===== src/rtl/frame_buffer_pkg.sv =====
// Shared types and constants for the frame buffer manager: slot index type,
// slot-count legality check and the metadata field layout inside I_info.
package frame_buffer_pkg;

  // Wide enough for the largest legal slot count (3).
  typedef logic [1:0] slot_t;

  // Metadata layout of I_info / O_info (LSB first).
  localparam int INFO_VS_BIT    = 0;
  localparam int INFO_HS_BIT    = 1;
  localparam int INFO_VLD_BIT   = 2;
  localparam int INFO_H_LSB     = 3;
  localparam int INFO_H_WIDTH   = 10;
  localparam int INFO_W_LSB     = 13;
  localparam int INFO_W_WIDTH   = 11;

  function automatic bit buffer_count_ok(input int n);
    return (n == 2) || (n == 3);
  endfunction

endpackage


===== src/rtl/sat_counter.sv =====
// Saturating up-counter with synchronous clear; clear beats a same-cycle increment.
module sat_counter #(
  parameter int WIDTH = 16
) (
  input  logic             I_clk,
  input  logic             I_rst_n,
  input  logic             inc,
  input  logic             clear,
  output logic [WIDTH-1:0] count
);

  always_ff @(posedge I_clk or negedge I_rst_n) begin
    if (!I_rst_n)                   count <= '0;
    else if (clear)                 count <= '0;
    else if (inc && (count != '1))  count <= count + WIDTH'(1);
  end

endmodule


===== src/rtl/frame_buffer_manager.sv =====
// Hands frame slots between one writer and one reader (double or triple
// buffering), latching per-frame metadata and swapping only on frame events.
module frame_buffer_manager
  import frame_buffer_pkg::*;
#(
  parameter int BUFFER_COUNT = 3,
  parameter int INFO_WIDTH   = 24,
  parameter int CNT_WIDTH    = 16
) (
  input  logic                            I_clk,
  input  logic                            I_rst_n,
  input  logic                            I_write_done,
  input  logic [INFO_WIDTH-1:0]           I_info,
  input  logic                            I_read_start,
  input  logic                            I_counter_clear,
  output logic [$clog2(BUFFER_COUNT)-1:0] O_write_sel,
  output logic [$clog2(BUFFER_COUNT)-1:0] O_read_sel,
  output logic                            O_write_ready,
  output logic [INFO_WIDTH-1:0]           O_info,
  output logic                            O_data_valid,
  output logic                            O_buffer_updated,
  output logic [CNT_WIDTH-1:0]            O_drop_count,
  output logic [CNT_WIDTH-1:0]            O_repeat_count,
  output logic                            O_overrun
);

  localparam int SEL_W = $clog2(BUFFER_COUNT);

  if (!buffer_count_ok(BUFFER_COUNT)) begin : g_bad_count
    $error("frame_buffer_manager: BUFFER_COUNT must be 2 or 3");
  end

  slot_t w, r, l, w_n, r_n, l_n;
  logic  l_valid, lv_n, pending, pend_n;
  logic  accept, swapped, drop_inc, rep_inc, ovr_n;
  logic [INFO_WIDTH-1:0] info   [BUFFER_COUNT];
  logic [INFO_WIDTH-1:0] info_n [BUFFER_COUNT];
  logic [INFO_WIDTH-1:0] info_rd;

  always_comb begin
    w_n      = w;
    r_n      = r;
    l_n      = l;
    lv_n     = l_valid;
    pend_n   = pending;
    accept   = 1'b0;
    swapped  = 1'b0;
    drop_inc = 1'b0;
    rep_inc  = 1'b0;
    ovr_n    = O_overrun;
    if (BUFFER_COUNT == 3) begin
      accept = I_write_done;
      if (I_write_done && I_read_start) begin
        // Reader takes the frame just finished; any parked frame is lost.
        r_n      = w;
        w_n      = r;
        swapped  = 1'b1;
        drop_inc = l_valid;
        lv_n     = 1'b0;
      end else if (I_write_done) begin
        drop_inc = l_valid;
        w_n      = l;
        l_n      = w;
        lv_n     = 1'b1;
      end else if (I_read_start) begin
        if (l_valid) begin
          r_n     = l;
          l_n     = r;
          lv_n    = 1'b0;
          swapped = 1'b1;
        end else begin
          rep_inc = O_data_valid;
        end
      end
    end else begin
      // Writer is stalled while a finished frame waits for the reader.
      accept = I_write_done && !pending;
      ovr_n  = O_overrun | (I_write_done && pending);
      if (I_read_start && (pending || accept)) begin
        w_n     = r;
        r_n     = w;
        pend_n  = 1'b0;
        swapped = 1'b1;
      end else if (accept) begin
        pend_n  = 1'b1;
      end else if (I_read_start) begin
        rep_inc = O_data_valid;
      end
    end
  end

  always_comb begin
    info_rd = '0;
    for (int i = 0; i < BUFFER_COUNT; i++) begin
      info_n[i] = (accept && (w == slot_t'(i))) ? I_info : info[i];
    end
    // Look up with next-state values so O_info lines up with O_read_sel.
    for (int i = 0; i < BUFFER_COUNT; i++) begin
      if (r_n == slot_t'(i)) info_rd = info_n[i];
    end
  end

  always_ff @(posedge I_clk or negedge I_rst_n) begin
    if (!I_rst_n) begin
      w                <= 2'd0;
      r                <= 2'd1;
      l                <= 2'd2;
      l_valid          <= 1'b0;
      pending          <= 1'b0;
      O_write_ready    <= 1'b1;
      O_info           <= '0;
      O_data_valid     <= 1'b0;
      O_buffer_updated <= 1'b0;
      O_overrun        <= 1'b0;
      for (int i = 0; i < BUFFER_COUNT; i++) info[i] <= '0;
    end else begin
      w                <= w_n;
      r                <= r_n;
      l                <= l_n;
      l_valid          <= lv_n;
      pending          <= pend_n;
      O_write_ready    <= !pend_n;
      O_info           <= info_rd;
      O_data_valid     <= O_data_valid | swapped;
      O_buffer_updated <= swapped;
      O_overrun        <= ovr_n;
      info             <= info_n;
    end
  end

  assign O_write_sel = w[SEL_W-1:0];
  assign O_read_sel  = r[SEL_W-1:0];

  sat_counter #(.WIDTH(CNT_WIDTH)) u_drop_cnt (
    .I_clk   (I_clk),
    .I_rst_n (I_rst_n),
    .inc     (drop_inc),
    .clear   (I_counter_clear),
    .count   (O_drop_count)
  );

  sat_counter #(.WIDTH(CNT_WIDTH)) u_repeat_cnt (
    .I_clk   (I_clk),
    .I_rst_n (I_rst_n),
    .inc     (rep_inc),
    .clear   (I_counter_clear),
    .count   (O_repeat_count)
  );

endmodule

===== config.mk =====
export PLATFORM = sky130hd
export DESIGN_NAME = frame_buffer_manager
export DESIGN_NICKNAME = d
export VERILOG_FILES = /design/src/rtl/frame_buffer_pkg.sv /design/src/rtl/sat_counter.sv /design/src/rtl/frame_buffer_manager.sv
export SDC_FILE = /design/constraint.sdc
export NUM_CORES = 1
export LEC_CHECK = 0
export ABC_AREA = 1
export BUFFER_PORTS_ARGS = -buffer_cell sky130_fd_sc_hd__buf_2
export CORE_MARGIN = 2
export CORE_UTILIZATION = 35
export DETAILED_ROUTE_END_ITERATION = 10
export MAX_ROUTING_LAYER = met4
export PLACE_DENSITY_LB_ADDON = 0.25
export SETUP_SLACK_MARGIN = 0.2
export SLEW_MARGIN = 20
export SYNTH_ARGS = -nofsm -noshare
export SYNTH_HDL_FRONTEND = slang
export SYNTH_SLANG_ARGS = --single-unit

===== constraint.sdc =====
create_clock -name I_clk -period 1.8 [get_ports I_clk]
set_input_delay 0.09 -clock I_clk [delete_from_list [all_inputs] [get_ports I_clk]]
set_output_delay 0.09 -clock I_clk [all_outputs]
set_load 0.05 [all_outputs]

==> metrics.txt, run 1 <==
#FFs+latches synth approximately 140; area delta synth->final 29.5%; CTS Buffer Depth 2; via count roughly 5400; initial antenna violation count 0; gr usage total 17.9%; Num CTS Buffers 17; hpwl dp about 10 mm; CTS root buf clkbuf_16; status complete, no violations; Die Area between 0.015 and 0.02 sq mm; synth top area cells dfrtp_1, nand2_1, nand3_1; part of the power in combinational logic between 30 and 40%; EDFF count, synth 0; Fillers between 1500 and 2000; final hold viol count 0; I/O pins 93; post-synth top area share between 50% and 60%; Cells after Synth between 700 and 800; switch share 37.3%; Hold Path End info[7]$_DFF_PN0_; Top Layer Used met4; pwr dens between 1000 and 1500 mW/mm^2; cell with the most instances after synthesis nand2_1; Cells on Worst Hold Path 3; largest delay contributor family on the critical path flip-flops; top post-synthesis cells by count nand2_1, dfrtp_1, nand3_1, o21ai_0, inv_1; met2 wire len about 7.6 mm; clk sinks ~140; crit path max-delay cell type dfrtp_2; unrepaired setup endpoints after global routing yes; clock slew at reported path FFs roughly 0.06 ns; reg2reg start u_drop_cnt.count[0]$_DFFE_PN0P_; sequential share of the synthesized area 54.2%; Routed met3 length about 700 microns; f_max about 0.6 GHz; sum of buffers and inverters on the critical path 2; leading area contributor after synthesis dfrtp_1; Net Switching between 4 and 5 mW; fin crit period about 1.7 ns; Placed Area between 0.007 and 0.008 sq mm; nets@finish 925; vias in the first global route about 5400; CP Class reg -> reg; Finish-stage setup viols 0; DR iter-0 viols between 300 and 400; Seq pwr share between 30% and 40%; Initial Util 35.5%; Reg2Reg Setup Slack approximately 0.15 ns; Placer Congestion just over 0.8; Critical Path Source Type flop; Routed Antenna Nets 0; clock network power share a little under a third; largest net degree at the start of global routing 49; clock latency on the worst-skew pair 0.42 ns; FF-to-FF path depth 9; YS warnings 0; hold slack between 0.0002 and 0.0003 ns; min-delay src I_info[7]; Residual DRC 0; Int Pwr between 7 and 8 mW; Final Max Slew Viols 0; crit share post-route roughly 92%; cell count after placement 1073; Worst R2R End u_drop_cnt.count[5]$_DFFE_PN0P_; CTS tree yes; FP Rows 49; worst setup margin approximately 0.15 ns; design area about 0.0082 sq mm; I/O Buffers 90; Leak Pwr 4.00 nW; die height approximately 140 microns; Setup crit end kind flop; first-pass GRT wire length approximately 27 mm; share of cells above drive strength 1 roughly 26%; syn avg cell area between 8 and 9 sq um; Critical Path RT about 2.1 ns; syn nets about 800; max_cap viols 0; Power Total around 11 mW; Antenna diodes 0; final wirelength roughly 16 mm; dpl ws -0.0622 ns; final non-filler cell total 1136; FFs w/ async S/R, synth 100%; Worst Skew 0.00888 ns; Post-Syn Area approximately 0.0063 sq mm; CP peak stage delay about 0.44 ns; met1 WL around 7.6 mm; Yosys cell types 31; WL/cell 14.2 microns; CP Data Arrival Time just under 2 ns; Most used DFF post-synth dfrtp_1; maximum VDD drop ~0.94 mV; die width ~140 microns; Vias per Instance approximately 4.8; crit path cell chain ha_4, inv_4, nor2_4, nand2_2, nor2_4, o21ai_4, clkinv_2, nand2_1, nand2_1; H-tree levels 4; Core Region ~0.018 sq mm; global route overflow 0; Hold/Removal Path Class in -> reg; largest fanout on the critical path 7; DR pass1 iterations 4
-- stage by stage --
| stage | util, % | TNS, ns |
|---|---|---|
| final | 45.9 | 0 |
| after global routing | 45.9 | 0 |
| after CTS | 45.0 | 0 |
| after detailed placement | 40.5 | -0.374 |
| after global placement | 40.5 | -0.00658 |
| after floorplan | - | 0 |
-- placed cells by master, fill, tap and decap left out, types with 3 or more instances in the layout --
cell,n
or2_2,4
clkbuf_16,19
nand2_4,3
inv_1,51
buf_4,37
o21bai_1,6
inv_6,7
dfrtp_2,27
xor2_1,8
nand2_1,225
nor2_1,48
nand3_2,3
clkinv_4,3
inv_4,3
o21ai_1,28
nand3_1,88
inv_8,3
dlygate4sd3_1,20
nand4_1,27
buf_2,89
dfrtp_1,108
nor2_4,8
buf_12,4
nand2_2,9
o21ai_0,54
-- state kept, by name (all words and copies together), names as in the netlist, 2 cells and up --
signal,cells
info,72
O_read_sel,2
u_repeat_cnt.count,16
O_info,24
O_write_sel,2
u_drop_cnt.count,16
l,2
-- worst register-to-register path: stages, from the launching register on --
cell      delay [ns]
dfrtp_2         0.44
ha_4            0.20
inv_4           0.06
nor2_4          0.05
nand2_2         0.10
nor2_4          0.06
o21ai_4         0.28
clkinv_2        0.21
nand2_1         0.10
nand2_1         0.05
-- power by group through the flow --
stage / Combinational (mW) / Clock [mW] / Sequential, mW
final: 3.43 / 3.47 / 4.39
after CTS: 3.34 / 3.56 / 4.40
after global placement: 3.27 / 0 / 4.42
after global routing: 3.79 / 3.71 / 4.50
after floorplan: 1.43 / 0 / 5.41
after detailed placement: 3.28 / 0 / 4.44
-- cells by family after synthesis --
logic type | count (synthesis) | share of synthesized area (%)
AND/OR/NAND/NOR | 419 | 29.0
XOR/XNOR | 10 | 1.38
adder cells (fa/ha/maj) | 2 | 0.395
other | 2 | 0.119
flip-flops | 137 | 54.2
buffers and inverters | 92 | 7.10
AO/OA/AOI/OAI | 92 | 7.75
-- worst max path at each step --
stage	startpoint	to	slack (ns)	cells after the start
floorplan	u_drop_cnt.count[1]$_DFFE_PN0P_	u_drop_cnt.count[12]$_DFFE_PN0P_	0.16	10
global placement	u_drop_cnt.count[0]$_DFFE_PN0P_	u_drop_cnt.count[2]$_DFFE_PN0P_	-0.007	8
detailed placement	u_drop_cnt.count[0]$_DFFE_PN0P_	u_drop_cnt.count[8]$_DFFE_PN0P_	-0.06	8
CTS	l_valid$_DFFE_PN0P_	u_repeat_cnt.count[14]$_DFFE_PN0P_	0.20	6
global route	u_drop_cnt.count[0]$_DFFE_PN0P_	u_drop_cnt.count[14]$_DFFE_PN0P_	0.07	9
finish	u_drop_cnt.count[0]$_DFFE_PN0P_	u_drop_cnt.count[5]$_DFFE_PN0P_	0.15	9
-- layer usage --
layer / GRT usage (%) / up-vias
met5: - / -
met4: 5.21 / 0
met3: 3.29 / 16
met2: 28.2 / 127
met1: 23.7 / 2559
li1: - / 2747
-- area by class of cell --
class                   instances  area [sq um]  area share, %
flip-flops and latches        137          3460           42.3
multi-input cells             525          2540           31.0
repair buffers                154          1080           13.2
clock buffers                  18           439           5.36
well taps                     229           287           3.50
inverters                      58           230           2.81
clock inverters                14           148           1.80
repair inverters                1          5.00         0.0611
-- timing repair --
action / 4_1_cts / 5_1_grt
hold endpoints to repair: 74 / 0
hold buffers: 20 / 0
endpoints found under the setup margin: 29 / 54
pin swaps: 1 / 8
buffers inserted: 0 / 8
gates resized for setup: 6 / 26
gates cloned: 0 / 3
No activity file was read; power rests on OpenSTA's default activity.
==> inputs of run 2 (changes only) <==
--- a/config.mk
+++ b/config.mk
@@ -16,4 +16,5 @@
 export SLEW_MARGIN = 20
 export SYNTH_ARGS = -nofsm -noshare
 export SYNTH_HDL_FRONTEND = slang
+export SYNTH_HIERARCHICAL = 1
 export SYNTH_SLANG_ARGS = --single-unit
==> run 2 against run 1 <==
Effect of this change: the run now ends with hold timing left; die area is 4.5% higher; combinational power is 9.6% higher; first-iteration DRC count is 12% lower.
==> metrics.txt, run 2 <==
CP peak stage delay 0.39 ns (-0.05 ns); final wirelength 17.3 mm (+7.4%); top post-synthesis cells by count nand2_1, dfrtp_1, o21ai_0, nand3_1, inv_1; Biggest register info; syn nets 779 (-0.76%); area delta synth->final 28.5%; WL/cell 15.2 microns (+7.6%); cell count after placement 1085 (+1.1%); Setup crit end kind flop; final hold viol count 1 (+1); Post-Syn Area 0.00662 sq mm (+4.7%); Hold/Removal Path Class in -> reg; Finish-stage setup viols 0 (unchanged); CP dominant cell by count nor2_4; Core Region 0.0186 sq mm (+4.5%); H-tree levels 4 (unchanged); die height 142 microns (+2.2%); I/O Buffers 90 (unchanged); commonest cells after routing, fill and taps aside nand2_1, dfrtp_1, buf_2; YS warnings 6 (+6); Leak Pwr 4.32 nW (+8.0%); synth top area cells dfrtp_1, nand2_1, o21ai_0; DR iter-0 viols 284 (-12%); pwr dens 1350 mW/mm^2 (-2.3%); Reg2Reg Setup Slack 0.27 ns (+0.12 ns); FFs w/ async S/R, synth 100% (unchanged); I/O pins 93 (unchanged); hold slack -0.00859 ns (-0.00885 ns); die width 142 microns (+2.2%); Storage cell area 0.00346 sq mm (-0.22%); CP Class reg -> reg; maximum VDD drop 0.803 mV (-15%); Initial Util 35.5% (+0.058 points); Antenna diodes 0 (unchanged); crit share post-route 85.1% (-6.6 points); DR pass1 iterations 5 (+1); Routed Antenna Nets 0 (unchanged); hpwl dp 10.3 mm (-2.0%); initial antenna violation count 0 (unchanged); CTS tree yes; final non-filler cell total 1134 (-0.18%); fin crit period 1.53 ns (-0.119 ns); CTS Buffer Depth 2 (unchanged); Multi-input gate area 0.00276 sq mm (+8.5%); Num CTS Buffers 17 (unchanged); most common cell after layout, fill and taps aside nand2_1; Vias per Instance 4.78 (-0.36%); vias in the first global route 5161 (-3.6%); sequential share of the synthesized area 51.8% (-2.4 points); largest net degree at the start of global routing 52 (+6.1%); EDFF count, synth 0 (unchanged); first-pass GRT wire length 26.8 mm (-0.54%); share of cells above drive strength 1 32.2% (+6.3 points); largest delay contributor family on the critical path simple AND/OR/NAND/NOR gates; global route overflow 0 (unchanged); clock latency on the worst-skew pair 0.42 ns (about the same); Final Core Density 45.7% (-0.28 points); leading area contributor after synthesis dfrtp_1; max reg flops 72 (unchanged); sum of buffers and inverters on the critical path 3 (+1); Worst Skew 0.0105 ns (+0.00163 ns); FP Rows 50 (+2.0%); via count 5420 (-0.53%); nets@finish 918 (-0.76%); Die Area 0.0200 sq mm (+4.5%); Placer Congestion 0.803 (-3.4%); crit path max-delay cell type dfrtp_1; largest fanout on the critical path 6 (-1); unrepaired setup endpoints after global routing yes; failing checks hold timing; #FFs+latches synth 137 (unchanged); biggest regs info (72), O_info (24); Fillers 1849 (+2.8%); post-synth top area share 51.0% (-2.4 points); CTS root buf clkbuf_16; syn avg cell area 8.85 sq um (+5.5%); cell with the most instances after synthesis nand2_1; Yosys cell types 35 (+13%); Cells after Synth 748 (-0.80%); max_cap viols 0 (unchanged); Critical Path Source Type flop; clock slew at reported path FFs 0.06 ns (about the same); Final Max Slew Viols 0 (unchanged); f_max 0.653 GHz (+7.8%); crit path cell chain buf_6, nand2_4, nand2_1, nand2_2, nor2_4, nor2_4, buf_12, clkbuf_16, nand3_1, nand3_2; CP Data Arrival Time 1.88 ns (-0.09 ns); Most used DFF post-synth dfrtp_1; status finished, violations left; Residual DRC 0 (unchanged); Critical Path RT 2.15 ns (+0.03 ns); clk sinks 137 (unchanged); gr usage total 17.4% (-0.50 points)
## run 2: cell count changes in the layout (fill, tap and decap cells not counted), sizes merged, moves of 9 or more
| cell | change |
|---|---|
| nor2 | -17 |
| nand3 | +32 |
| buf | +16 |
| dlygate4sd3 | -12 |
| nand2 | -28 |
| nand4 | -9 |
## run 2: final timing paths
check	cells past startpoint	startpoint	end
max	10	l_valid$_DFFE_PN0P_	O_info[15]$_DFF_PN0_
min	3	I_info[5]	info[53]$_DFF_PN0_
max reg2reg	10	l_valid$_DFFE_PN0P_	O_info[15]$_DFF_PN0_
min reg2reg	2	info[38]$_DFF_PN0_	info[38]$_DFF_PN0_
max in group asynchronous	3	I_rst_n	info[22]$_DFF_PN0_
min in group asynchronous	2	I_rst_n	u_repeat_cnt/count[5]$_DFFE_PN0P_
## run 2: per-layer routing
metal  wire [microns]  GRT usage (%)
met4              279           5.58
met2             8060           26.8
met1             8280           23.5
met5                0              -
met3              669           3.00
## run 2: final cells by class
cell class / count / area share [%]
repair buffers: 159 / 14.0
well taps: 234 / 3.44
flip-flops and latches: 137 / 40.6
clock buffers: 19 / 5.32
multi-input cells: 508 / 32.4
clock inverters: 13 / 1.26
inverters: 64 / 3.00
## run 2: logic make-up (layout without fill, tap and decap cells)
kind of cell | Yosys count | count (layout) | share of synthesized area [%]
adders and majority gates | 2 | 2 | 0.378
xor gates and xnor gates | 10 | 10 | 1.32
other | 2 | 2 | 0.113
and+or+nand+nor | 398 | 398 | 30.3
AOI/OAI and AO/OA | 96 | 96 | 8.03
DFF | 137 | 137 | 51.8
buffers and inverters | 103 | 255 | 8.05
## run 2: repair_timing
item | CTS | global route
hold buffers | 8 | 0
gates resized for setup | 4 | 28
pin swaps | 0 | 2
cloned | 0 | 8
endpoints found under the setup margin | 26 | 48
hold endpoints to repair | 55 | 0
buffers inserted | 0 | 1
## run 2: tightest hold or removal path, cell delays in order
cell	delay [ns]
buf_2	0.09
inv_1	0.07
o21ai_1	0.10
## run 2: power breakdown
part	leakage, nW	internal [mW]	switching (mW)
Sequential	1.72	4.10	0.299
Clock	0.277	1.87	1.43
Combinational	2.32	1.13	2.63
Total	4.32	7.10	4.36
## run 2: per-stage QoR
step                cell area [sq um]  power [mW]  TNS [ns]  setup slack, ns
floorplan                        6710        7.08         0            0.161
global placement                 7630        7.90    -0.377          -0.0413
detailed placement               7630        7.93     -1.35          -0.0837
CTS                              8290        11.3         0            0.221
global route                     8510        12.1         0            0.163
finish                           8510        11.5         0            0.269
==> inputs of run 3 (changes only) <==
--- a/config.mk
+++ b/config.mk
@@ -5,7 +5,7 @@
 export SDC_FILE = /design/constraint.sdc
 export NUM_CORES = 1
 export LEC_CHECK = 0
-export ABC_AREA = 1
+export ABC_AREA = 0
 export BUFFER_PORTS_ARGS = -buffer_cell sky130_fd_sc_hd__buf_2
 export CORE_MARGIN = 2
 export CORE_UTILIZATION = 35
@@ -16,5 +16,4 @@
 export SLEW_MARGIN = 20
 export SYNTH_ARGS = -nofsm -noshare
 export SYNTH_HDL_FRONTEND = slang
-export SYNTH_HIERARCHICAL = 1
 export SYNTH_SLANG_ARGS = --single-unit
==> run 3 against run 2 <==
Effect of this change: the flow now finishes without violations; clock-buffer cell count grew 2; final cell count shrank 24%; register-to-register slack lost 0.12 ns; via count shrank 23%; non-clock buffer count grew 10; hold slack gained 0.023 ns; clock skew shrank 0.0017 ns; critical endpoint is now O_info[10]$_DFF_PN0_; area after synthesis shrank 8.6%; design area shrank 1.3%; global-route usage shrank 1.2 points; power grew 7.3%; worst setup slack lost 0.12 ns.
==> metrics.txt, run 3 <==
Yosys cell types 51 (+46%); largest delay contributor family on the critical path multiplexers; sequential share of the synthesized area 56.7% (+4.9 points); largest net degree at the start of global routing 52 (unchanged); Finish-stage setup viols 0 (unchanged); EDFF count, synth 0 (unchanged); leading area contributor after synthesis dfrtp_1; H-tree levels 4 (unchanged); Antenna diodes 0 (unchanged); global route overflow 0 (unchanged); Setup crit start O_write_sel[0]$_DFFE_PN0P_; die width 136 microns (-4.3%); WL/cell 16.4 microns (+7.5%); share of cells above drive strength 1 49.7% (+17 points); clock slew at reported path FFs 0.06 ns (about the same); CTS Buffer Depth 2 (unchanged); Initial Util 35.4% (-0.16 points); clk sinks 137 (unchanged); hpwl dp 8.69 mm (-15%); Setup crit end kind flop; CP peak stage delay 0.44 ns (+0.05 ns); Worst R2R End O_info[10]$_DFF_PN0_; nets@finish 654 (-29%); largest fanout on the critical path 8 (+2); syn avg cell area 13.1 sq um (+48%); Residual DRC 0 (unchanged); first-pass GRT wire length 22.2 mm (-17%); Leak Pwr 3.84 nW (-11%); most common cell after layout, fill and taps aside dfrtp_1; Placer Congestion 0.763 (-5.0%); Fillers 1523 (-18%); reg2reg start O_write_sel[0]$_DFFE_PN0P_; Die Area 0.0184 sq mm (-8.4%); YS warnings 0 (-6); Post-Syn Area 0.00605 sq mm (-8.6%); maximum VDD drop 0.875 mV (+9.0%); Hold/Removal Path Class in -> reg; Routed Antenna Nets 0 (unchanged); vias in the first global route 4231 (-18%); pwr dens 1460 mW/mm^2 (+8.8%); Most used DFF post-synth dfrtp_1; clock latency on the worst-skew pair 0.42 ns (about the same); die height 136 microns (-4.3%); syn nets 492 (-37%); Setup crit end O_info[10]$_DFF_PN0_; top post-synthesis cells by count dfrtp_1, mux2_2, nor2_1, mux2i_1, o2bb2ai_1; #FFs+latches synth 137 (unchanged); final wirelength 14.1 mm (-18%); Crit path depth 6 (-4); Final Max Slew Viols 0 (unchanged); post-synth top area share 55.8% (+4.8 points); Final Core Density 49.1% (+3.4 points); Critical Path RT 2.10 ns (-0.05 ns); Storage cell area 0.00347 sq mm (+0.40%); Multi-input gate area 0.00267 sq mm (-3.1%); max_cap viols 0 (unchanged); synth top area cells dfrtp_1, mux2_2, mux2i_1; biggest regs info (72), O_info (24); initial antenna violation count 0 (unchanged); DR pass1 iterations 4 (-1); Vias per Instance 4.87 (+1.9%); Slew headroom just under 60%; sum of buffers and inverters on the critical path 2 (-1); Worst Skew 0.00875 ns (-0.00175 ns); I/O Buffers 90 (unchanged); Core Region 0.0171 sq mm (-8.2%); I/O pins 93 (unchanged); CP Class reg -> reg; unrepaired setup endpoints after global routing yes; worst-margin pin slew between 0.6 and 0.7 ns; CTS root buf clkbuf_16; Critical Path Source Type flop; Num CTS Buffers 17 (unchanged); Cells after Synth 461 (-38%); CTS tree yes; crit path cell chain nor3_4, buf_6, buf_12, mux2_4, mux2i_2, o2bb2ai_1; worst setup margin 0.144 ns (-0.125 ns); cell with the most instances after synthesis dfrtp_1; via count 4194 (-23%); CP Data Arrival Time 1.95 ns (+0.07 ns); fin crit period 1.66 ns (+0.125 ns); crit path max-delay cell type dfrtp_2; f_max 0.604 GHz (-7.5%); Reg2Reg Setup Slack 0.14 ns (-0.12 ns); FFs w/ async S/R, synth 100% (unchanged); FF-to-FF path depth 6 (-4); area delta synth->final 38.8%; Cells on Worst Hold Path 2 (-1); FP Rows 48 (-4.0%); dpl ws 0.0911 ns (+0.175 ns); crit share post-route 92.0% (+6.9 points); max reg flops 72 (unchanged); setup TNS 0 ns (unchanged); gr usage total 16.2% (-1.2 points); commonest cells after routing, fill and taps aside dfrtp_1, buf_2, mux2_2; final hold viol count 0 (-1); DR iter-0 viols 131 (-54%); status complete, no violations; Biggest register info
==> run 3: worst min-delay path by stage <==
stage | from | end | slack (ns)
3_3_place_gp | I_rst_n | u_repeat_cnt.count[10]$_DFFE_PN0P_ | 0.04
5_1_grt | I_write_done | l[1]$_DFFE_PN1P_ | 0.04
2_1_floorplan | I_rst_n | O_buffer_updated$_DFF_PN0_ | -0.21
6_report | I_write_done | l[1]$_DFFE_PN1P_ | 0.01
4_1_cts | I_write_done | l[1]$_DFFE_PN1P_ | -0.002
3_5_place_dp | I_rst_n | u_repeat_cnt.count[8]$_DFFE_PN0P_ | 0.04
==> run 3: cell type report <==
class | count | share of cell area, %
Tap cell | 225 | 3.35
Clock buffer | 21 | 5.60
Timing Repair Buffer | 169 | 15.7
Clock inverter | 11 | 2.01
Inverter | 4 | 0.179
Sequential cell | 137 | 41.3
Multi-Input combinational cell | 294 | 31.8
==> run 3: what timing repair did <==
action                                  CTS  global route
setup buffers                             8            21
gates cloned                              1             3
pin swaps                                 6            23
endpoints found under the setup margin   38            40
hold endpoints to repair                165             0
resized for setup                        22            26
hold buffers                             27             0
==> run 3: per-layer routing <==
metal  global-route usage (%)  part of all wire, %  vias to the layer above
met5                        -                    0                        -
met4                     4.69                 0.99                        0
met3                     4.49                  3.9                       13
met2                     24.8                   48                       81
met1                     21.1                   47                     2132
li1                         -                    -                     1968
==> run 3: cells by family after synthesis <==
kind of cell	synth area share (%)
AOI/OAI and AO/OA	6.30
xor gates and xnor gates	3.62
other	0.124
DFF	56.7
muxes	18.9
and+or+nand+nor	10.7
buffers and inverters	3.33
adders and majority gates	0.413
==> run 3: metrics by stage <==
| step | cell area, sq um | power, mW | hold WS, ns | instances |
|---|---|---|---|---|
| floorplan | 6210 | 7.28 | -0.206 | 461 |
| CTS | 8060 | 12.2 | -0.00188 | 837 |
| global route | 8400 | 12.9 | 0.0360 | 861 |
| finish | 8400 | 12.3 | 0.0144 | 861 |
| detailed placement | 6970 | 8.21 | 0.0394 | 769 |
| global placement | 6970 | 8.08 | 0.0381 | 769 |
==> run 3: report_power, final <==
part / internal [mW] / switching (mW)
combinational: 1.76 / 2.28
sequential: 4.18 / 0.339
clock: 2.43 / 1.32
total: 8.36 / 3.94
